--- config.mk ---
export PLATFORM = sky130hd
export DESIGN_NAME = fetch_queue
export DESIGN_NICKNAME = d
export VERILOG_FILES = /design/src/rtl/fetch_queue.sv
export SDC_FILE = /design/constraint.sdc
export NUM_CORES = 1
export LEC_CHECK = 0
export ABC_AREA = 1
export CAP_MARGIN = 10
export CORE_ASPECT_RATIO = 1.25
export CORE_MARGIN = 2
export CORE_UTILIZATION = 42
export CTS_CLUSTER_SIZE = 28
export DETAILED_ROUTE_END_ITERATION = 12
export GPL_ROUTABILITY_DRIVEN = 0
export PLACE_DENSITY = 0.66
export SETUP_SLACK_MARGIN = 0.05
export SKIP_LAST_GASP = 1
export SLEW_MARGIN = 20
export SYNTH_ARGS = -nofsm -noshare
export SYNTH_HDL_FRONTEND = slang
export SYNTH_SLANG_ARGS = --single-unit
--- constraint.sdc ---
create_clock -name clk -period 7.18 [get_ports clk]
set_clock_uncertainty 0.1 [all_clocks]
set_input_delay 2.154 -clock clk [delete_from_list [all_inputs] [get_ports clk]]
set_output_delay 2.154 -clock clk [all_outputs]
set_load 0.02 [all_outputs]
--- src/rtl/fetch_queue.sv ---
// Purpose: buffers PCs from fetch, reads sync imem, queues {pc, instr} pairs for decode.
// Latency: accept to dec_valid is 2 clk edges; sustains one accept per cycle.
// Backpressure: pc_ready reserves a slot for every in-flight read (pop credited); flush drops all.
module fetch_queue #(
    parameter int DEPTH = 4,
    parameter int PC_W = 16,
    parameter int INSTR_W = 32,
    parameter logic [INSTR_W-1:0] NOP = 32'h00000013
) (
    input  logic                         clk,
    input  logic                         rst,
    input  logic [PC_W-1:0]              pc_in,
    input  logic                         pc_valid,
    output logic                         pc_ready,
    input  logic                         flush,
    output logic                         imem_req,
    output logic [PC_W-1:0]              imem_addr,
    input  logic [INSTR_W-1:0]           imem_rdata,
    output logic                         dec_valid,
    input  logic                         dec_ready,
    output logic [PC_W-1:0]              dec_pc,
    output logic [INSTR_W-1:0]           dec_instr,
    output logic [$clog2(DEPTH+1)-1:0]   count
);
    localparam int AW = $clog2(DEPTH);
    localparam int CW = $clog2(DEPTH + 1);

    logic [PC_W-1:0]    pc_mem    [DEPTH];
    logic [INSTR_W-1:0] instr_mem [DEPTH];
    logic [AW-1:0]      wr_ptr, rd_ptr, rd_ptr_nxt;
    logic [CW-1:0]      count_nxt;
    logic [CW:0]        occ;
    logic               inflight;
    logic [PC_W-1:0]    inflight_pc;
    logic               accept, write, pop;
    logic [PC_W-1:0]    head_pc, dec_pc_nxt;
    logic [INSTR_W-1:0] head_instr, dec_instr_nxt;

    assign dec_valid = (count != '0);
    assign pop       = dec_valid && dec_ready;
    assign occ       = {1'b0, count} + (CW+1)'(inflight) - (CW+1)'(pop);
    assign pc_ready  = !rst && !flush && (occ < (CW+1)'(DEPTH));
    assign accept    = pc_valid && pc_ready;
    assign imem_req  = accept;
    assign imem_addr = {pc_in[PC_W-1:2], 2'b00};
    assign write     = inflight && !flush;

    // The new head bypasses the array when the returning word lands exactly at it.
    always_comb begin
        rd_ptr_nxt    = rd_ptr + AW'(pop);
        count_nxt     = count + CW'(write) - CW'(pop);
        head_pc       = pc_mem[rd_ptr_nxt];
        head_instr    = instr_mem[rd_ptr_nxt];
        if (write && (wr_ptr == rd_ptr_nxt)) begin
            head_pc    = inflight_pc;
            head_instr = imem_rdata;
        end
        dec_pc_nxt    = dec_pc;
        dec_instr_nxt = NOP;
        if (count_nxt != '0) begin
            dec_pc_nxt    = head_pc;
            dec_instr_nxt = head_instr;
        end
    end

    always_ff @(posedge clk) begin
        if (write && !rst) begin
            pc_mem[wr_ptr]    <= inflight_pc;
            instr_mem[wr_ptr] <= imem_rdata;
        end
    end

    always_ff @(posedge clk) begin
        if (rst) begin
            wr_ptr      <= '0;
            rd_ptr      <= '0;
            count       <= '0;
            inflight    <= 1'b0;
            inflight_pc <= '0;
            dec_pc      <= '0;
            dec_instr   <= NOP;
        end else if (flush) begin
            // dec_pc keeps its last value; the in-flight response is dropped.
            wr_ptr      <= '0;
            rd_ptr      <= '0;
            count       <= '0;
            inflight    <= 1'b0;
            dec_instr   <= NOP;
        end else begin
            wr_ptr    <= wr_ptr + AW'(write);
            rd_ptr    <= rd_ptr_nxt;
            count     <= count_nxt;
            inflight  <= accept;
            if (accept) begin
                inflight_pc <= pc_in;
            end
            dec_pc    <= dec_pc_nxt;
            dec_instr <= dec_instr_nxt;
        end
    end
endmodule

== Word level (Yosys, flattened, before mapping) ==
Memories as Yosys holds them, arrays and structs flattened. A register that Yosys moved wholly into a read port is not among the register bits.
Cells that the tools add are included.
Storage, ports and cells
  memories kept: 2
  bits in writable memories: 192
  flip-flop bits (word level): 24
Memory list
  instr_mem: words 4, bits a word 32, rd ports 1, clocked after Yosys merged registers in 1, write ports 1, line 29  | logic [INSTR_W-1:0] instr_mem [DEPTH];
  pc_mem: words 4, bits a word 16, rd ports 1, clocked after Yosys merged registers in 1, write ports 1, line 28  | logic [PC_W-1:0] pc_mem [DEPTH];
Operators by class
  magnitude comparators: 1
  add/subtract/negate cells: 6
  reduce and logical (&&, ||, !) cells: 14
  muxes and demuxes: 2
  bitwise logic cells: 2
Operator list (count)
  logical AND 1 bit: 6
  nonzero test 3 bit: 2
  adder 2 x 1 -> 2 bit: 2
  adder 3 x 1 -> 4 bit: 1
  less-than comparator 4 x 3 -> 1 bit (second input constant): 1
  AND reduction 2 bit: 2
  subtractor 4 x 1 -> 4 bit: 1
  adder 3 x 1 -> 3 bit: 1
  OR reduction 3 bit: 1
  subtractor 3 x 1 -> 3 bit: 1
  zero test 1 bit: 2
  2-to-1 mux 1 bit: 2
  inverter 1 bit: 2
  OR reduction 2 bit: 1

== Logic depth before layout (Yosys ltp) ==
Gate-level depths: netlist of the first run.
  depth after elaboration: 7
  depth in mapped cells: 15
  depth with buffers taken out: 14

== Worst setup path after synthesis of the first run ==
OpenSTA, ideal clock, no wires.
  path kind: input to register
  start: input rst
  end: memory instr_mem[2][0], enable pin
  setup time: 513 ps
  setup slack: 800 ps
  data required time: 6567 ps
  stages on the path: 4
  data arrival time: 5766 ps
  cell sequence: buf_6 -> nor2_4 -> nand2_2 -> nor3_1
On the way
  longest elaborated chain between the ends: 4
Ends and longest elaborated chain
  start, declared: line 11  | input logic rst,
  zero test 1 bit: line 67  | if (write && !rst) begin
  logical AND 1 bit: line 67
  2-to-1 mux 1 bit: line 67
  2-to-1 mux 1 bit (implied by the code): line 69  | instr_mem[wr_ptr] <= imem_rdata;
  end, declared: line 29
Every way passes these cells.

== Worst setup path in the final report of the first run ==
  start: input dec_ready
  end: output imem_req
On the way
  longest elaborated chain between the ends: 5
Ends and longest elaborated chain
  start, declared: line 20  | input logic dec_ready,
  logical AND 1 bit: line 40  | assign pop = dec_valid && dec_ready;
  subtractor 4 x 1 -> 4 bit: line 41  | assign occ = {1'b0, count} + (CW+1)'(inflight) - (CW+1)'(pop);
  less-than comparator 4 x 3 -> 1 bit: line 42  | assign pc_ready = !rst && !flush && (occ < (CW+1)'(DEPTH));
  logical AND 1 bit: line 42
  logical AND 1 bit: line 43  | assign accept = pc_valid && pc_ready;
  end, declared: line 16  | output logic imem_req,
Every way passes these cells.

==> metrics.md, run 1 <==
| Metric | Value |
|---|---|
| Status | finished, final reports clean |
| Least-Margin Pin Slew | 1149 ps |
| CTS H-Tree Depth | 1 |
| Net switching power figure | 727.8 uW |
| Count of final hold-check violations | 0 |
| CP cell instances | clkdlybuf4s50_1 -> a21boi_0 -> ha_1 -> inv_1 -> ha_1 -> nand2_1 -> nor2_1 -> nor2_1 -> nand2_1 -> nand4_1 -> inv_1 -> clkdlybuf4s50_1 |
| Final period util | 94.61% |
| DR vias | 7417 |
| CTS tree | yes |
| Setup TNS | 0 ps |
| Clock root buffer | clkbuf_16 |
| Met3 GRT Util | 2.463% |
| Placed Cells | 1481 |
| CTS Buf Count | 27 |
| Yosys top cell area share | 53.71% |
| Die ar. | 0.02686 mm2 |
| Req. time, crit path | 4930 ps |
| Post-CTS sizing | 0 |
| VDD IR max | 0.0001660 V |
| GRT met1 Usage | 20.89% |
| Vias in the first global route | 7216 |
| Total clock sinks | 264 |
| Combinational Power Share | 7.5% |
| Reg clk slew, reported paths | 60 ps |
| Reg2Reg Setup Slack | 3700 ps |
| Pin count of the biggest net entering global routing | 98 |
| Die X | 147.0 um |
| GR met2 Demand/Resource | 30.97% |
| Core ar. | 0.02521 mm2 |
| Layout area overhead | 21.55% |
| Clock power share | 42.8% |
| Buffers added on ports | 120 |
| Total track usage | 16.97% |
| Post-Route WL | 22.95 mm |
| Routed WL per cell | 15.00 um |
| Routed Antenna Nets | 0 |
| Area contributors post-synth | edfxtp_1 54%, dfxtp_1 13%, nand2_1 12% |
| Worst skew pair latency | 540 ps |
| Crit path time final | 6793 ps |
| Register area share after synthesis | 67.14% |
| Mapped Cells | 1082 |
| Grt ovf | 0 |
| First-pass GRT wire length | 36.71 mm |
| Synth Warn # | 0 |
| Nets | 1236 |
| Post-CTS Setup Repair Bufs | 0 |
| Synth Cell Area | 0.01073 mm2 |
| GRT busiest layer | met2 |
| Cell area power density | 258.8 mW/mm2 |
| Post-synth top area cell | edfxtp_1 |
| Maximum capacitance violations | 0 |
| Max stage delay cell, worst path | clkdlybuf4s50_1 |
| Crit. End Element | output pin |
| Synth unique cells | 27 |
| CTS max path bufs | 3 |
| P_leak | 0.005183 uW |
| Die height | 182.7 um |
| Sw frac | 21.56% |
| IO Pins | 123 |
| Hpwl dp | 12.23 mm |
| Setup violations, final | 0 |
| Internal power | 2649 uW |
| RSZ-0062 raised after global routing | no |
| Slew HR | 23.37% |
| Crit-path max cell delay | 610 ps |
| Critical path fanouts, max | 2 |
| Critical path type | in2out |
| Rows | 65 |
| Crit path DAT | 4540 ps |
| DR vias/cell | 4.848 |
| Startpoint types | primary input |
| Non-filler cells, final | 1530 |
| Diode count | 0 |
| Slew Limit Fails | 0 |
| Sequential share of power | 49.8% |
| Yosys reg bits | 264 |
| DRC violations left | 0 |
| Hold_buf cts | 0 |
| DR iter-0 viols | 521 |
| Worst Hold Class | reg2reg |
| Max frequency | 147.2 MHz |
| Initial antenna violation count | 0 |
| DR pass1 iterations | 5 |
| Syn avg cell area | 9.921 um2 |
| Starting Density | 42.58% |
| Overall power | 3376 uW |
| Share of cells above drive strength 1 | 5.774% |
==> synth_stat cells (all sizes together) <==
cell    count
nand2     350
nor2      211
edfxtp    192
dfxtp      72
o21ai      55
buf        47
inv        43
nand3      38
clkbuf     24
a21oi      17
o21bai     16
ha          7
nor3        4
xnor2       2
a21boi      1
conb        1
fa          1
nand4       1
==> path summary, 6_finish.rpt <==
kind | startpoint | to | depth (start not counted)
worst max-delay path | dec_ready | imem_req | 12
worst min register to register | dec_pc[7] | dec_pc[7] | 2
worst max register to register | count[1] | dec_pc[5] | 14
worst min-delay path | dec_pc[7] | dec_pc[7] | 2
==> power by group through the flow <==
stage / sequential (uW) / combinational [uW] / clock, uW
2_1_floorplan: 1730 / 124 / 0
3_3_place_gp: 1710 / 250 / 0
3_5_place_dp: 1710 / 253 / 0
4_1_cts: 1680 / 255 / 1470
5_1_grt: 1680 / 279 / 1540
6_report: 1680 / 252 / 1440
==> area by class of cell <==
class                   count  area [um2]
repair buffers            134        1306
fillers                  2264       12160
clock inverters            10       141.4
clock buffers              39       794.5
inverters                  43       162.7
multi-input cells         705        3017
flip-flops and latches    264        7207
well taps                 335       419.2
==> worst max-delay path: cells and delay by family <==
kind / cells / cell delay (ps)
simple gates: 5 / 440
buf+inv: 4 / 1200
fa+ha+maj: 2 / 480
compound gates: 1 / 270
==> layout by cell type, fill, tap and decap left out, types with 4 or more instances in the layout <==
cell / count
o21ai_0: 38
buf_4: 14
nor3_2: 4
clkbuf_1: 8
a21oi_1: 16
o21ai_1: 17
nand3_1: 38
inv_1: 41
clkbuf_16: 30
clkdlybuf4s50_1: 120
edfxtp_1: 192
o21bai_1: 16
nand2_1: 346
clkinv_2: 5
ha_1: 6
dfxtp_1: 72
nor2_1: 209
==> kinds of logic (layout without fill, tap and decap cells) <==
logic type               Yosys count  in the layout  share of synthesized area, %
buffers and inverters            114            226                         5.187
AO/OA/AOI/OAI                     89             89                         4.651
other                              1              2                       0.03494
AND/OR/NAND/NOR                  604            604                         21.82
adder cells (fa/ha/maj)            8              8                         1.002
XOR/XNOR                           2              2                        0.1632
flip-flops                       264            264                         67.14
==> registers in the layout, indices dropped and copies added (netlist names) <==
name / cells
dec_instr: 32
count: 3
inflight_pc: 16
wr_ptr: 2
instr_mem: 128
inflight: 1
pc_mem: 64
dec_pc: 16
rd_ptr: 2
==> layer usage <==
metal / vias to the layer above / routed length (um)
met5: - / 0
li1: 3688 / -
met4: 0 / 498
met2: 223 / 11570
met1: 3469 / 9545
met3: 37 / 1338
==> through the flow <==
| step | setup slack, ps | utilization (%) | instance area, um2 | hold slack, ps |
|---|---|---|---|---|
| after floorplan | 800.3 | - | 10740 | 382.5 |
| after global placement | 358.4 | 48.04 | 12110 | 397.8 |
| after detailed placement | 276.3 | 48.04 | 12110 | 404.6 |
| after CTS | 273.3 | 51.75 | 13050 | 416.4 |
| after global routing | 154.5 | 51.75 | 13050 | 441.2 |
| final | 386.7 | 51.75 | 13050 | 410.3 |
Note: power is estimated with default switching activity, not from simulation.
==> run 2, diff against run 1 <==
--- a/config.mk
+++ b/config.mk
@@ -15,6 +15,7 @@
 export GPL_ROUTABILITY_DRIVEN = 0
 export PLACE_DENSITY = 0.66
 export SETUP_SLACK_MARGIN = 0.05
+export SKIP_CTS_REPAIR_TIMING = 1
 export SKIP_LAST_GASP = 1
 export SLEW_MARGIN = 20
 export SYNTH_ARGS = -nofsm -noshare
==> constraint.sdc (replaced) <==
create_clock -name clk -period 6.4 [get_ports clk]
set_clock_uncertainty 0.1 [all_clocks]
set_input_delay 1.92 -clock clk [delete_from_list [all_inputs] [get_ports clk]]
set_output_delay 1.92 -clock clk [all_outputs]
set_load 0.02 [all_outputs]
==> metrics.md, run 2 (same netlist as run 1, synthesis figures left out) <==
| Metric | Value |
|---|---|
| DRC violations left | 0 |
| Maximum capacitance violations | 0 |
| Critical path fanouts, max | 2 |
| RSZ-0062 raised after global routing | no |
| IO Pins | 123 |
| CP Buf/Inv Count | 4 |
| Routed Antenna Nets | 0 |
| Non-filler cells, final | 1532 |
| Seq. cell area | 0.007207 mm2 |
| Initial antenna violation count | 0 |
| P_leak | 0.005168 uW |
| DR vias | 7390 |
| Die ar. | 0.02686 mm2 |
| Hpwl dp | 12.73 mm |
| Max stage delay cell, worst path | clkdlybuf4s50_1 |
| Pin count of the biggest net entering global routing | 98 |
| Req. time, crit path | 4380 ps |
| Worst skew pair latency | 520 ps |
| VDD IR max | 0.0001758 V |
| Final instance area | 0.01297 mm2 |
| Post-Place Worst Slack | -18.86 ps |
| Combinational Power Share | 7.8% |
| Crit path DAT | 4050 ps |
| Starting Density | 42.58% |
| DR vias/cell | 4.824 |
| Status | finished, final reports clean |
| DR pass1 iterations | 5 |
| Layout area overhead | 20.80% |
| CTS tree | yes |
| Net switching power figure | 796.5 uW |
| Most frequent cells in the layout | 346 x nand2_1, 209 x nor2_1, 192 x edfxtp_1 |
| Routed WL per cell | 14.96 um |
| Final worst slack | 334.6 ps |
| Placed Cells | 1484 |
| Die X | 147.0 um |
| Cell area power density | 279.4 mW/mm2 |
| Fill cell count | 2294 |
| Largest register FFs | 128 |
| Slew Limit Fails | 0 |
| Post-Route WL | 22.92 mm |
| CTS Buf Count | 26 |
| Crit-path max cell delay | 590 ps |
| GRT met1 Usage | 21.51% |
| Sequential share of power | 52.1% |
| Final period util | 94.77% |
| Critical path type | in2out |
| Dpl cell area | 0.01213 mm2 |
| Total clock sinks | 264 |
| Vias in the first global route | 7282 |
| Crit-path leading delay family | buffers and inverters |
| Most flops, register | instr_mem |
| Clock power share | 40.2% |
| Startpoint types | primary input |
| Core ar. | 0.02521 mm2 |
| Diode count | 0 |
| Worst Hold Slack | 414.5 ps |
| Sw frac | 21.99% |
| Crit path time final | 6065 ps |
| Total track usage | 17.04% |
| Internal power | 2826 uW |
| Count of final hold-check violations | 0 |
| GRT busiest layer | met2 |
| Setup violations, final | 0 |
| Met3 GRT Util | 2.239% |
| Crit. End Element | output pin |
| Clock root buffer | clkbuf_16 |
| Die height | 182.7 um |
| Commonest non-fill, non-tap cell in the layout | nand2_1 |
| Grt ovf | 0 |
| Slew HR | 26.69% |
| Worst Hold Class | reg2reg |
| CP cell instances | clkdlybuf4s50_1 -> a21boi_1 -> ha_1 -> inv_1 -> ha_1 -> nand2_1 -> nor2_1 -> nor2_1 -> nand2_1 -> nand3_1 -> inv_1 -> clkdlybuf4s50_1 |
| Rows | 65 |
| Reg clk slew, reported paths | 60 ps |
| Least-Margin Pin Slew | 1100 ps |
| CTS H-Tree Depth | 1 |
| Max frequency | 164.9 MHz |
| DR iter-0 viols | 452 |
| CTS max path bufs | 3 |
| Share of cells above drive strength 1 | 5.848% |
| Area of the multi-input gates | 0.003017 mm2 |
| First-pass GRT wire length | 36.82 mm |
| Largest regs | instr_mem x128, pc_mem x64, dec_instr x32 |
| Nets | 1238 |
| Buffers added on ports | 120 |
| GR met2 Demand/Resource | 30.31% |
-- run 2: power groups by stage --
stage                     sequential (uW)  clock (uW)  combinational, uW
after global routing                 1890        1550                312
after global placement               1920           0                280
final                                1890        1460                281
after detailed placement             1920           0                284
after CTS                            1890        1480                285
after floorplan                      1940           0                139
-- run 2: per-stage QoR --
step                setup TNS [ps]  power (uW)  util [%]
detailed placement          -18.86        2207     48.13
finish                           0        3623     51.43
global placement                 0        2203     48.13
CTS                         -18.57        3656     51.40
floorplan                        0        2081         -
global route                     0        3755     51.43
-- run 2: routing by layer --
metal | routed length [um] | vias to the layer above
met5 | 0 | -
met2 | 11440 | 182
met3 | 1019 | 35
li1 | - | 3694
met1 | 9937 | 3479
met4 | 518 | 0
-- run 2: final timing paths --
kind              startpoint   endpoint  slack (ps)  depth (start not counted)
setup / recovery   dec_ready   pc_ready         330                         12
hold / removal     dec_pc[8]  dec_pc[8]         410                          2
setup reg to reg    count[1]  dec_pc[5]        3050                         14
hold reg to reg    dec_pc[8]  dec_pc[8]         410                          2
-- run 2: tightest hold or removal path, cell delays in order (launching register included) --
cell and delay [ps]:
dfxtp_1 330, o21bai_1 70, nor2_1 80
-- run 2: layout make-up --
class                   count  area share [%]
clock buffers              39           5.703
well taps                 335           3.233
inverters                  43           1.254
flip-flops and latches    264           55.58
repair buffers            137           10.30
clock inverters             9          0.6658
multi-input cells         705           23.27
